### src/rtl/sm_div_pkg.sv
// rtl/sm_div_pkg.sv - shared types, widths and SM packing helper for the SM divider controller
package sm_div_pkg;

  localparam int W_MAG_DEF = 2;
  localparam int RES_W_DEF = 5;
  localparam int SIGN_BIT  = RES_W_DEF - 1;
  localparam int MAG_MSB   = RES_W_DEF - 2;

  typedef enum logic [1:0] {
    IDLE = 2'd0,
    SUB  = 2'd1,
    DONE = 2'd2
  } state_e;

  // A zero magnitude never carries a sign, so -0 cannot appear on the quotient.
  function automatic logic [SIGN_BIT:0] sm_pack(input logic sign, input logic [MAG_MSB:0] mag);
    sm_pack = {sign & (|mag), mag};
  endfunction

endpackage

### src/rtl/sm_sub_step.sv
// rtl/sm_sub_step.sv - combinational compare-and-subtract step of the repeated-subtraction divider
module sm_sub_step #(
  parameter int W = 2
) (
  input  logic [W-1:0] rem,
  input  logic [W-1:0] den,
  output logic         ge,
  output logic [W-1:0] rem_next
);

  assign ge       = (rem >= den);
  assign rem_next = rem - den;

endmodule

### src/rtl/sm_div_ctrl.sv
// rtl/sm_div_ctrl.sv - iterative signed-magnitude quotient+remainder controller with valid/ready ports
// SM_DIV_BYPASS_EN: when defined, num mag < den mag skips the subtract loop and finishes from IDLE.
module sm_div_ctrl
  import sm_div_pkg::*;
#(
  parameter int W_MAG = W_MAG_DEF,
  parameter int RES_W = RES_W_DEF
) (
  input  logic             clk,
  input  logic             rst_n,
  input  logic             in_valid,
  output logic             in_ready,
  input  logic [W_MAG:0]   numerator,
  input  logic [W_MAG:0]   denominator,
  output logic             out_valid,
  input  logic             out_ready,
  output logic [RES_W-1:0] quotient,
  output logic [RES_W-1:0] remainder,
  output logic             divbyzero,
  output logic             zero,
  output logic             busy
);

  localparam int PAD = RES_W - 1 - W_MAG;
  localparam logic [W_MAG-1:0] ITER_MAX = '1;

  state_e             state_q, state_d;
  logic [W_MAG-1:0]   rem_q, rem_d, q_q, q_d, den_q, den_d, iter_q, iter_d;
  logic               nsign_q, nsign_d, qsign_q, qsign_d;
  logic [RES_W-1:0]   quo_q, quo_d, remo_q, remo_d;
  logic               dbz_q, dbz_d, zero_q, zero_d, ov_q, ov_d;

  logic               ge;
  logic [W_MAG-1:0]   rem_next;
  logic [W_MAG-1:0]   num_mag, den_mag;
  logic [RES_W-2:0]   q_ext, rem_ext;

  assign num_mag = numerator[W_MAG-1:0];
  assign den_mag = denominator[W_MAG-1:0];
  assign q_ext   = {{PAD{1'b0}}, q_q};
  assign rem_ext = {{PAD{1'b0}}, rem_q};

`ifdef SM_DIV_BYPASS_EN
  logic [RES_W-2:0] num_ext;
  assign num_ext = {{PAD{1'b0}}, num_mag};
`endif

  sm_sub_step #(.W(W_MAG)) u_sub_step (
    .rem      (rem_q),
    .den      (den_q),
    .ge       (ge),
    .rem_next (rem_next)
  );

  always_comb begin
    state_d = state_q;
    rem_d   = rem_q;
    q_d     = q_q;
    den_d   = den_q;
    iter_d  = iter_q;
    nsign_d = nsign_q;
    qsign_d = qsign_q;
    quo_d   = quo_q;
    remo_d  = remo_q;
    dbz_d   = dbz_q;
    zero_d  = zero_q;
    ov_d    = ov_q;
    case (state_q)
      IDLE: begin
        if (in_valid) begin
          rem_d   = num_mag;
          q_d     = '0;
          iter_d  = '0;
          den_d   = den_mag;
          nsign_d = numerator[W_MAG];
          qsign_d = numerator[W_MAG] ^ denominator[W_MAG];
          if (den_mag == '0) begin
            state_d = DONE;
            quo_d   = '0;
            remo_d  = '0;
            zero_d  = 1'b0;
            dbz_d   = 1'b1;
          end
`ifdef SM_DIV_BYPASS_EN
          else if (num_mag < den_mag) begin
            state_d = DONE;
            quo_d   = '0;
            remo_d  = {numerator[W_MAG], num_ext};
            zero_d  = (num_mag == '0);
            dbz_d   = 1'b0;
          end
`endif
          else begin
            state_d = SUB;
          end
        end
      end
      SUB: begin
        // The iteration bound only matters for illegal inputs; legal ones exit on ~ge first.
        if (ge && (iter_q != ITER_MAX)) begin
          rem_d  = rem_next;
          q_d    = q_q + 1'b1;
          iter_d = iter_q + 1'b1;
        end else begin
          state_d = DONE;
          quo_d   = sm_pack(qsign_q, q_ext);
          remo_d  = {nsign_q, rem_ext};
          zero_d  = (rem_q == '0);
          dbz_d   = 1'b0;
        end
      end
      DONE: begin
        // out_valid rises one edge after entering DONE, once results are settled.
        if (!ov_q) begin
          ov_d = 1'b1;
        end else if (out_ready) begin
          ov_d    = 1'b0;
          state_d = IDLE;
        end
      end
      default: state_d = IDLE;
    endcase
  end

  always_ff @(posedge clk or negedge rst_n) begin
    if (!rst_n) begin
      state_q <= IDLE;
      rem_q   <= '0;
      q_q     <= '0;
      den_q   <= '0;
      iter_q  <= '0;
      nsign_q <= 1'b0;
      qsign_q <= 1'b0;
      quo_q   <= '0;
      remo_q  <= '0;
      dbz_q   <= 1'b0;
      zero_q  <= 1'b0;
      ov_q    <= 1'b0;
    end else begin
      state_q <= state_d;
      rem_q   <= rem_d;
      q_q     <= q_d;
      den_q   <= den_d;
      iter_q  <= iter_d;
      nsign_q <= nsign_d;
      qsign_q <= qsign_d;
      quo_q   <= quo_d;
      remo_q  <= remo_d;
      dbz_q   <= dbz_d;
      zero_q  <= zero_d;
      ov_q    <= ov_d;
    end
  end

  assign in_ready  = (state_q == IDLE);
  assign busy      = (state_q != IDLE);
  assign out_valid = ov_q;
  assign quotient  = quo_q;
  assign remainder = remo_q;
  assign divbyzero = dbz_q;
  assign zero      = zero_q;

endmodule

### config.mk
export PLATFORM = sky130hd
export DESIGN_NAME = sm_div_ctrl
export DESIGN_NICKNAME = d
export VERILOG_FILES = /design/src/rtl/sm_div_pkg.sv /design/src/rtl/sm_sub_step.sv /design/src/rtl/sm_div_ctrl.sv
export SDC_FILE = /design/constraint.sdc
export NUM_CORES = 1
export LEC_CHECK = 0
export CORE_ASPECT_RATIO = 0.8
export CORE_UTILIZATION = 48
export CTS_BUF_LIST = sky130_fd_sc_hd__clkbuf_16
export CTS_CLUSTER_DIAMETER = 150
export CTS_CLUSTER_SIZE = 28
export DETAILED_ROUTE_END_ITERATION = 16
export PLACE_DENSITY = 0.78
export SLEW_MARGIN = 20
export SYNTH_ARGS = -nofsm -noshare
export SYNTH_HDL_FRONTEND = slang
export SYNTH_HIERARCHICAL = 1
export SYNTH_SLANG_ARGS = --single-unit
### constraint.sdc
create_clock -name clk -period 2.39 [get_ports clk]
set_clock_uncertainty 0.15 [all_clocks]
set_input_delay 0.478 -clock clk [delete_from_list [all_inputs] [get_ports clk]]
set_output_delay 0.478 -clock clk [all_outputs]
set_load 0.005 [all_outputs]
# == After elaboration in Yosys (flattened, before gate mapping) ==
# Cells that the tools add are included.
# W data, S select, Z words.
# totals
reg_bits,25
inputBits,10
out_inout_bits,15
wordCells,68
# op_classes
n_addsub,3
order_cmp,1
eq_ne,9
muxes,30
bitwise,2
reduce_logical,11
# op_table
op,count
$mux W2,10
$mux W5,4
$pmux W5 S2,2
$ne A2 B2 Y1 const B,6
$pmux W2 S2,3
$mux W1,8
$reduce_and A4 Y1,2
$logic_not A2 Y1,3
$pmux W2 S3,1
$add A2 B1 Y2 const B,2
$pmux W1 S2,2
$reduce_bool A2 Y1,2
$reduce_and A3 Y1,1
$eq A2 B1 Y1 const B,1
$eq A2 B2 Y1 const B,1
$ge A2 B2 Y1,1
$ne A2 B1 Y1 const B,1
$reduce_and A2 Y1,1
$reduce_or A2 Y1,1
$sub A2 B2 Y2,1
$and A1 B1 Y1,1
$logic_and A1 B1 Y1,1
$xor A1 B1 Y1,1

# == Logic depth before layout (Yosys ltp) ==
# Gate-level depths: netlist (run 1).
# depth
ltp_word,4
mapped_depth,9
mapped_depth_nobuf,8

# == By module ==
# Netlist (run 1), hierarchy kept.
# by_module_without_submodules
module,instances,cells_each,area_each_um2,seq_area_each_um2
sm_div_ctrl,1,88,975.9,525.5
sm_sub_step,1,8,67.6,0.0

# == Least setup slack after synthesis (run 1) ==
# OpenSTA, ideal clock, no wires.
# synth_timing
path_kind,flip-flop to flip-flop
startpoint,register rem_q[0]
endpoint,"register quo_q[4], in the netlist quotient[4]"
setup_ns,0.101
arrival_time_ns,1.884
required_ns,2.139
path_slack_ns,0.255
stages_incl_launch_ff,10
path_buffers,1
synth_period_minus_slack_ns,2.135
cell_sequence,dfrtp_1 inv_1 ha_1 inv_1 fa_1 a21o_1 nor2b_1 or2_2 clkbuf_1 o32ai_1
# synth_between
elab_chain_len,4
# synth_lines
item,line_no,rtl
start: declaration,sm_div_ctrl.sv:28,"logic [W_MAG-1:0] rem_q, rem_d, q_q, q_d, den_q, den_d, iter_q, iter_d;"
start signal: assignment,sm_div_ctrl.sv:141,rem_q <= rem_d;
$ge A2 B2 Y1,sm_sub_step.sv:11,assign ge = (rem >= den);
net ge,sm_div_ctrl.sv:33,logic ge;
$logic_and A1 B1 Y1,sm_div_ctrl.sv:100,if (ge && (iter_q != ITER_MAX)) begin
$ne A2 B2 Y1 (no source line),-,
$reduce_and A4 Y1 (no source line),-,
end signal: assignment,sm_div_ctrl.sv:147,quo_q <= quo_d;
end: declaration,sm_div_ctrl.sv:30,"logic [RES_W-1:0] quo_q, quo_d, remo_q, remo_d;"
# The timed path passes the listed nets, and every way through them passes these cells.
# A chain may end at the register's enable or synchronous reset.

# == Worst setup path after layout (run 1) ==
# Ends and elaborated chain as after synthesis.

==> run metrics, run 1 <==
io pins=25; htree depth=1; Worst Tran Pin Value=between 0.6 and 0.7 ns; pre-CTS setup slack=-0.01131 ns; Crit. End Element=flop; max cap viols=0; # rows=14; vias=around 770; # diodes=0; power per cell area=about 1400 nW/um^2; Req. time, crit path=around 2.4 ns; total power=~1.8 mW; CP startpoint kind=flop; Min Hold Slack=0.3272 ns; global-route wire length before repair=3443 um; Min-Delay Path Class=flop to flop; Tmin final=around 2.3 ns; Crit Path Max Fanout=9; fmax=roughly 440 MHz; Final GP Congestion=roughly 0.75; core box area=between 1500 and 2000 um^2; commonest non-fill, non-tap cells in the layout=dfrtp_1 (21), clkdlybuf4s50_1 (20), inv_1 (10), o21ai_0 (10), buf_4 (6); Fin. Hold Viols=0; Crit path max-delay family=simple AND/OR/NAND/NOR gates; vias in the first global route=approximately 770; drt first pass iters=4; placed cell area=1277 um^2; Lkg Pwr=slightly above 0.6 nW; clock buffer depth=2; unrepaired setup endpoints after global routing=false; Final period util=94.39%; number of buffers and inverters on the critical path=2; Synth Cell Area=between 1000 and 1500 um^2; Multi-input gate area=445.4 um^2; # hold bufs at CTS=0; share of cells above drive strength 1=between 10% and 20%; Total Routing Usage GR=a little over a fifth; Final setup viols=0; drc violations=0; most common cell after layout, fill and taps aside=dfrtp_1; share of the yosys chip area belonging to registers=between 50% and 60%; cts bufs inserted=3; Seq. cell area=525.5 um^2; dpl hpwl=1535 um; Synth Register Bits=21; Max VDD drop=around 0.75 mV; design area=around 1400 um^2; Arrival @ worst endpoint=about 2.3 ns; Synth async-reset ratio=100.0%; Most used DFF post-synth=dfrtp_1; final worst setup slack=0.1341 ns; Worst R2R Setup Slack=0.13 ns; routed wire length=2057 um; CTS tree=yes; CP max stage cell=dfrtp_1; Worst-path clk slew=approximately 0.060 ns; status=finished, final reports clean; CP cell instances=inv_1 -> ha_1 -> inv_1 -> fa_1 -> a21o_1 -> nor2b_1 -> or2_2 -> o32ai_1; Clock Sinks=21; Syn Area/Cell=approximately 11 um^2; Initial DRC Count=19; EDFF count, synth=0; via/cell ratio=roughly 5.3; CTS root buf=clkbuf_16; Worst path max stage delay=about 0.37 ns; Clk Latency, worst-skew pair=about 0.25 ns; grt ovf=0; Initial Util=53.19%; most used cell, CP=inv_1; critical path type=flop to flop; die extent in y=approximately 44 um; Layout area overhead=30.70%; post-route ant nets=0; fill count=159; final core utilization=69.52%; YS warnings=6; Port Buffers=20; full die area=around 2400 um^2; Mapped Cells=96; Post-CTS Setup Repair Bufs=0; relative slew slack=55.26%; largest net degree at the start of global routing=22; Die W=54.13 um; initial antenna violation count=0; Final #Nets=137; WL/cell=about 14 um; Max Slew Vio Count=0; Unique masters post-synth=30
==> cells in the mapped netlist, types with 3 or more instances <==
cell type	number	area share, %
nand2_1	3	1.1
nor2_1	3	1.1
ha_1	4	4.8
o21ai_0	10	4.8
dfrtp_1	21	50
mux2_2	3	3.2
o2bb2ai_1	3	2.5
o21ai_1	3	1.4
clkbuf_1	3	1.1
a21oi_1	3	1.4
buf_4	4	2.9
inv_1	10	3.6
==> cell families after synthesis <==
group	after synthesis	share of synthesized area [%]
simple gates	19	12.59
fa+ha+maj	5	6.715
xor+xnor	1	0.8395
mux	5	5.156
compound gates	26	15.35
other cells	1	0.3594
flops	21	50.36
buf+inv	18	8.633
==> metal layers <==
metal	GRT usage [%]	share of wire, %	vias to the layer above
met5	0	0	-
met4	7.179	0.73	0
met3	6.667	4.8	2
met2	34.88	49	24
met1	26.02	46	371
li1	-	-	374
==> repair_timing <==
| action | in CTS | in global routing |
|---|---|---|
| gates resized for setup | 1 | 0 |
| endpoints found under the setup margin | 6 | 0 |
| endpoints found under the hold margin | 0 | 0 |
==> area by class of cell <==
cell class,instances,area share [%]
sequential,21,38.53
multi-input combinational,60,32.66
timing repair buffer,26,17.98
clock buffer,3,5.505
inverter,10,2.752
tap,24,2.202
clock inverter,1,0.3670
==> path summary, 6_finish.rpt <==
check	start	to	depth (start not counted)
worst max-delay path	rem_q[0]	quotient[4]	8
worst min-delay path	divbyzero	divbyzero	1
worst max register to register	rem_q[0]	quotient[4]	8
worst min register to register	divbyzero	divbyzero	1
max in group asynchronous	rst_n	rem_q[0]	2
min in group asynchronous	rst_n	quotient[1]	2
==> where the power goes <==
part / internal (mW) / switching (mW)
registers: 0.521 / 0.0879
logic: 0.449 / 0.433
clock network: 0.225 / 0.127
total: 1.19 / 0.648
==> sequential cells by signal, indices dropped and copies added (netlist names), 2 cells and up <==
register	cells
den_q	2
quotient	3
state_q	2
rem_q	2
iter_q	2
remainder	3
q_q	2
==> stage by stage <==
stage,cells,setup TNS [ns]
final,145,0
after CTS,145,0
after detailed placement,141,-0.02940
after global routing,145,0
after floorplan,99,0
after global placement,141,0
(Power assumes the default switching activity.)
==> run 2: changes to the inputs <==
CELL_PAD_IN_SITES_DETAIL_PLACEMENT = 0   (was unset)
CELL_PAD_IN_SITES_GLOBAL_PLACEMENT = 1   (was unset)
CORE_UTILIZATION = 37   (was 48)
PLACE_DENSITY = unset   (was 0.78)
PLACE_DENSITY_LB_ADDON = 0.1   (was unset)
==> run metrics, run 2 (synthesis results as in run 1) <==
CP cell instances=inv_1 -> ha_1 -> inv_1 -> fa_1 -> a21o_1 -> nor2b_1 -> or2_2 -> o32ai_1; Min-Delay Path Class=flop to flop; Final setup viols=0 (unchanged); Post-CTS Setup Repair Bufs=0 (unchanged); fmax=447.8 MHz (+1.0%); unrepaired setup endpoints after global routing=false; CTS root buf=clkbuf_16; Initial Util=40.72% (-12 points); CP startpoint kind=flop; Multi-input gate area=454.2 um^2 (+2.0%); Crit path max-delay family=simple AND/OR/NAND/NOR gates; Max VDD drop=0.6941 mV (-7.2%); Max Slew Vio Count=0 (unchanged); R2R depth=8 (unchanged); Final #Nets=138 (+0.73%); drt first pass iters=2 (-2); vias in the first global route=792 (+2.7%); number of buffers and inverters on the critical path=2 (unchanged); relative slew slack=63.31% (+8.0 points); most used cell, CP=inv_1; grt ovf=0 (unchanged); dpl hpwl=1536 um (about the same); die extent in y=49.50 um (+13%); Worst Setup EP=zero; Worst setup startpoint=rem_q[0]; Arrival @ worst endpoint=2.23 ns (-0.02 ns); global-route wire length before repair=3615 um (+5.0%); power per cell area=1341 nW/um^2 (-0.74%); Seq. cell area=525.5 um^2 (unchanged); Worst-path clk slew=0.05 ns (about the same); Final TNS setup=0 ns (unchanged); Critical R2R Capture=zero; routed wire length=2056 um (about the same); full die area=3038 um^2 (+28%); Crit Path Max Fanout=9 (unchanged); largest net degree at the start of global routing=22 (unchanged); Final period util=93.44% (-0.95 points); Initial DRC Count=15 (-4); design area=1394 um^2 (+2.2%); status=finished, final reports clean; via/cell ratio=4.861 (-8.6%); # diodes=0 (unchanged); htree depth=1 (unchanged); io pins=25 (unchanged); reg2reg start=rem_q[0]; drc violations=0 (unchanged); Worst Tran Pin Value=0.5492 ns (-0.1124 ns); Worst R2R Setup Slack=0.16 ns (+0.02 ns); share of cells above drive strength 1=13.93% (-0.12 points); CTS tree=yes; Min Hold Slack=0.3279 ns (+0.0006780 ns); post-route ant nets=0 (unchanged); CP Depth=8 (unchanged); core box area=2562 um^2 (+31%); vias=768 (-0.39%); Final GP Congestion=0.7255 (-2.8%); placed cell area=1300 um^2 (+1.8%); Die W=61.38 um (+13%); Layout area overhead=33.57%; Tmin final=2.233 ns (-0.02274 ns); Port Buffers=20 (unchanged); Lkg Pwr=0.6297 nW (+1.5%); Total Routing Usage GR=16.21% (-5.0 points); Fin. Hold Viols=0 (unchanged); min-delay src=divbyzero; critical path type=flop to flop; clock buffer depth=2 (unchanged); commonest non-fill, non-tap cells in the layout=dfrtp_1 (21), clkdlybuf4s50_1 (20), inv_1 (11); fill count=260 (+64%); WL/cell=13.01 um (-8.3%); cts bufs inserted=3 (unchanged); Clock Sinks=21 (unchanged); most common cell after layout, fill and taps aside=dfrtp_1; CP max stage cell=or2_2; total power=1.870 mW (+1.4%); Req. time, crit path=2.39 ns (about the same); initial antenna violation count=0 (unchanged); Crit. End Element=flop; max cap viols=0 (unchanged); # rows=16 (+2); Worst path max stage delay=0.38 ns (about the same); Clk Latency, worst-skew pair=0.25 ns (about the same); # hold bufs at CTS=0 (unchanged)
[run 2: changes by cell type in the layout (fill, tap and decap cells not counted)]
cell      previous run  this run
nor4bb_4             0         1
inv_1               10        11
buf_4                6         7
nor4bb_2             1         0
clkinv_2             1         0
[run 2: routing by layer]
| metal | wire, um | GRT usage, % | part of all wire [%] |
|---|---|---|---|
| met4 | 11 | 3.333 | 0.54 |
| met2 | 1001 | 24.82 | 49 |
| met1 | 952 | 22.09 | 46 |
| met3 | 90 | 5.774 | 4.4 |
| met5 | 0 | 0 | 0 |
[run 2: per-stage QoR]
step | std cells | setup WS (ns) | utilization, %
after floorplan | 99 | 0.2549 | -
after global placement | 154 | 0.03953 | 50.73
after detailed placement | 154 | 0.0005005 | 50.73
after CTS | 158 | 0.1783 | 54.05
after global routing | 158 | 0.01061 | 54.39
final | 158 | 0.1568 | 54.39
[run 2: area by class of cell]
type | instances | share of cell area [%]
multi-input combinational | 60 | 32.59
tap | 36 | 3.232
inverter | 10 | 2.693
timing repair buffer | 27 | 18.13
clock inverter | 1 | 0.2693
clock buffer | 3 | 5.386
sequential | 21 | 37.70
[run 2: worst reg2reg max path, stage by stage, from the launching register on]
cell	delay, ns
dfrtp_1	0.37
inv_1	0.06
ha_1	0.13
inv_1	0.04
fa_1	0.35
a21o_1	0.18
nor2b_1	0.22
or2_2	0.38
o32ai_1	0.25
[run 2: timing repair]
action,in CTS,in global routing
setup endpoints to repair,5,3
gates resized for setup,1,1
hold endpoints to repair,0,0
[run 2: how the worst min path moves through the flow]
stage | endpoint | slack [ns] | cells after the start
global route | divbyzero | 0.36 | 1
detailed placement | divbyzero | 0.32 | 1
CTS | divbyzero | 0.33 | 1
floorplan | den_q[0] | 0.03 | 0
finish | divbyzero | 0.33 | 1
global placement | remainder[4] | 0.32 | 1
[run 2: power by group]
| part | leakage (nW) | internal [mW] | switching (mW) | total (mW) |
|---|---|---|---|---|
| clock | 0.0423 | 0.222 | 0.118 | 0.340 |
| sequential | 0.264 | 0.521 | 0.0924 | 0.614 |
| combinational | 0.324 | 0.480 | 0.435 | 0.916 |
==> run 3: changes to the inputs <==
CORE_MARGIN = 4   (was unset)
==> run metrics, run 3 (synthesis results as in run 1) <==
clock buffer depth=2 (unchanged); io pins=25 (unchanged); Initial DRC Count=43 (+28); Worst-path clk slew=0.06 ns (about the same); fill count=257 (-1.2%); Total Routing Usage GR=12.67% (-3.5 points); Max VDD drop=0.6497 mV (-6.4%); Final period util=92.19% (-1.2 points); Critical R2R Capture=quotient[4]; htree depth=1 (unchanged); routed wire length=2068 um (+0.58%); global-route wire length before repair=3615 um (unchanged); Final TNS setup=0 ns (unchanged); min-delay src=nsign_q; power per cell area=1336 nW/um^2 (-0.40%); Initial Util=40.72% (unchanged); reg2reg start=rem_q[0]; # hold bufs at CTS=0 (unchanged); WL/cell=13.09 um (+0.58%); vias in the first global route=754 (-4.8%); full die area=3739 um^2 (+23%); CTS tree=yes; Layout area overhead=32.73%; Final #Nets=138 (unchanged); Clk Latency, worst-skew pair=0.25 ns (about the same); initial antenna violation count=0 (unchanged); Seq. cell area=525.5 um^2 (unchanged); CTS root buf=clkbuf_16; status=finished, final reports clean; placed cell area=1300 um^2 (unchanged); vias=753 (-2.0%); R2R depth=8 (unchanged); Crit. End Element=flop; Arrival @ worst endpoint=2.20 ns (-0.03 ns); share of cells above drive strength 1=13.93% (unchanged); largest net degree at the start of global routing=22 (unchanged); fmax=453.8 MHz (+1.4%); Min-Delay Path Class=flop to flop; Lkg Pwr=0.6267 nW (-0.48%); Final setup viols=0 (unchanged); Die W=67.38 um (+9.8%); die extent in y=55.50 um (+12%); Fin. Hold Viols=0 (unchanged); Multi-input gate area=445.4 um^2 (-1.9%); CTS resizes=1 (unchanged); # diodes=0 (unchanged); via/cell ratio=4.766 (-2.0%); commonest non-fill, non-tap cells in the layout=dfrtp_1 (21), clkdlybuf4s50_1 (20), inv_1 (11); post-route ant nets=0 (unchanged); Port Buffers=20 (unchanged); Crit Path Max Fanout=9 (unchanged); Top Metal Used=met4; Final GP Congestion=0.7005 (-3.4%); Worst R2R Setup Slack=0.19 ns (+0.03 ns); unrepaired setup endpoints after global routing=false; most common cell after layout, fill and taps aside=dfrtp_1; Req. time, crit path=2.39 ns (about the same); Clock Sinks=21 (unchanged); Tmin final=2.203 ns (-0.02975 ns); core box area=2562 um^2 (unchanged); relative slew slack=54.73% (-8.6 points); met3 WL=106 um (+18%); drc violations=0 (unchanged); Post-CTS Setup Repair Bufs=0 (unchanged); max cap viols=0 (unchanged); dpl hpwl=1555 um (+1.3%); critical path type=flop to flop; CP startpoint kind=flop; drt first pass iters=4 (+2); Worst setup startpoint=rem_q[0]; Worst Setup EP=quotient[4]; grt ovf=0 (unchanged); DRT met1 WL=973 um (+2.2%); Max Slew Vio Count=0 (unchanged); cts bufs inserted=3 (unchanged); # rows=16 (unchanged); Worst Tran Pin Value=0.6694 ns (+0.1202 ns); met2 WL post-DR=981 um (-2.0%); design area=1385 um^2 (-0.63%)
## run 3: per-stage QoR
stage          hold WS, ns  cells  worst slack (ns)  util, %  power (mW)
2_1_floorplan      0.03241     99            0.2549        -       1.129
3_3_place_gp        0.3153    154           0.04512    50.73       1.499
3_5_place_dp        0.3211    154          -0.05145    50.73       1.513
4_1_cts             0.3366    158            0.1945    54.05       1.879
5_1_grt             0.3536    158          0.006099    54.05       2.016
6_report            0.3320    158            0.1866    54.05       1.851
## run 3: power by group
group / total (mW) / internal (mW) / switching [mW]
clock network: 0.341 / 0.222 / 0.119
logic: 0.900 / 0.468 / 0.433
registers: 0.609 / 0.521 / 0.0880
## run 3: final cells by class
| cell class | instances | area share, % |
|---|---|---|
| clock buffers | 3 | 5.420 |
| well taps | 36 | 3.252 |
| repair buffers | 27 | 18.25 |
| inverters | 10 | 2.710 |
| clock inverters | 1 | 0.2710 |
| multi-input cells | 60 | 32.16 |
| flip-flops and latches | 21 | 37.94 |
## run 3: worst min path at each step
| stage | end | slack [ns] | depth (start not counted) |
|---|---|---|---|
| finish | remainder[4] | 0.33 | 1 |
| global route | divbyzero | 0.35 | 1 |
| CTS | divbyzero | 0.34 | 1 |
| detailed placement | divbyzero | 0.32 | 1 |
| global placement | remainder[4] | 0.32 | 1 |
| floorplan | den_q[0] | 0.03 | 0 |
## run 3: critical path, cell delays in order (launching register included)
cell	delay, ns
dfrtp_1	0.37
inv_1	0.06
ha_1	0.13
inv_1	0.04
fa_1	0.35
a21o_1	0.17
nor2b_1	0.22
or2_2	0.37
o32ai_1	0.23
## run 3: routing by layer
metal | vias up | global-route usage (%)
met2 | 16 | 18.49
met1 | 362 | 17.75
li1 | 373 | -
met3 | 2 | 4.868
met4 | 0 | 2.601
met5 | - | 0
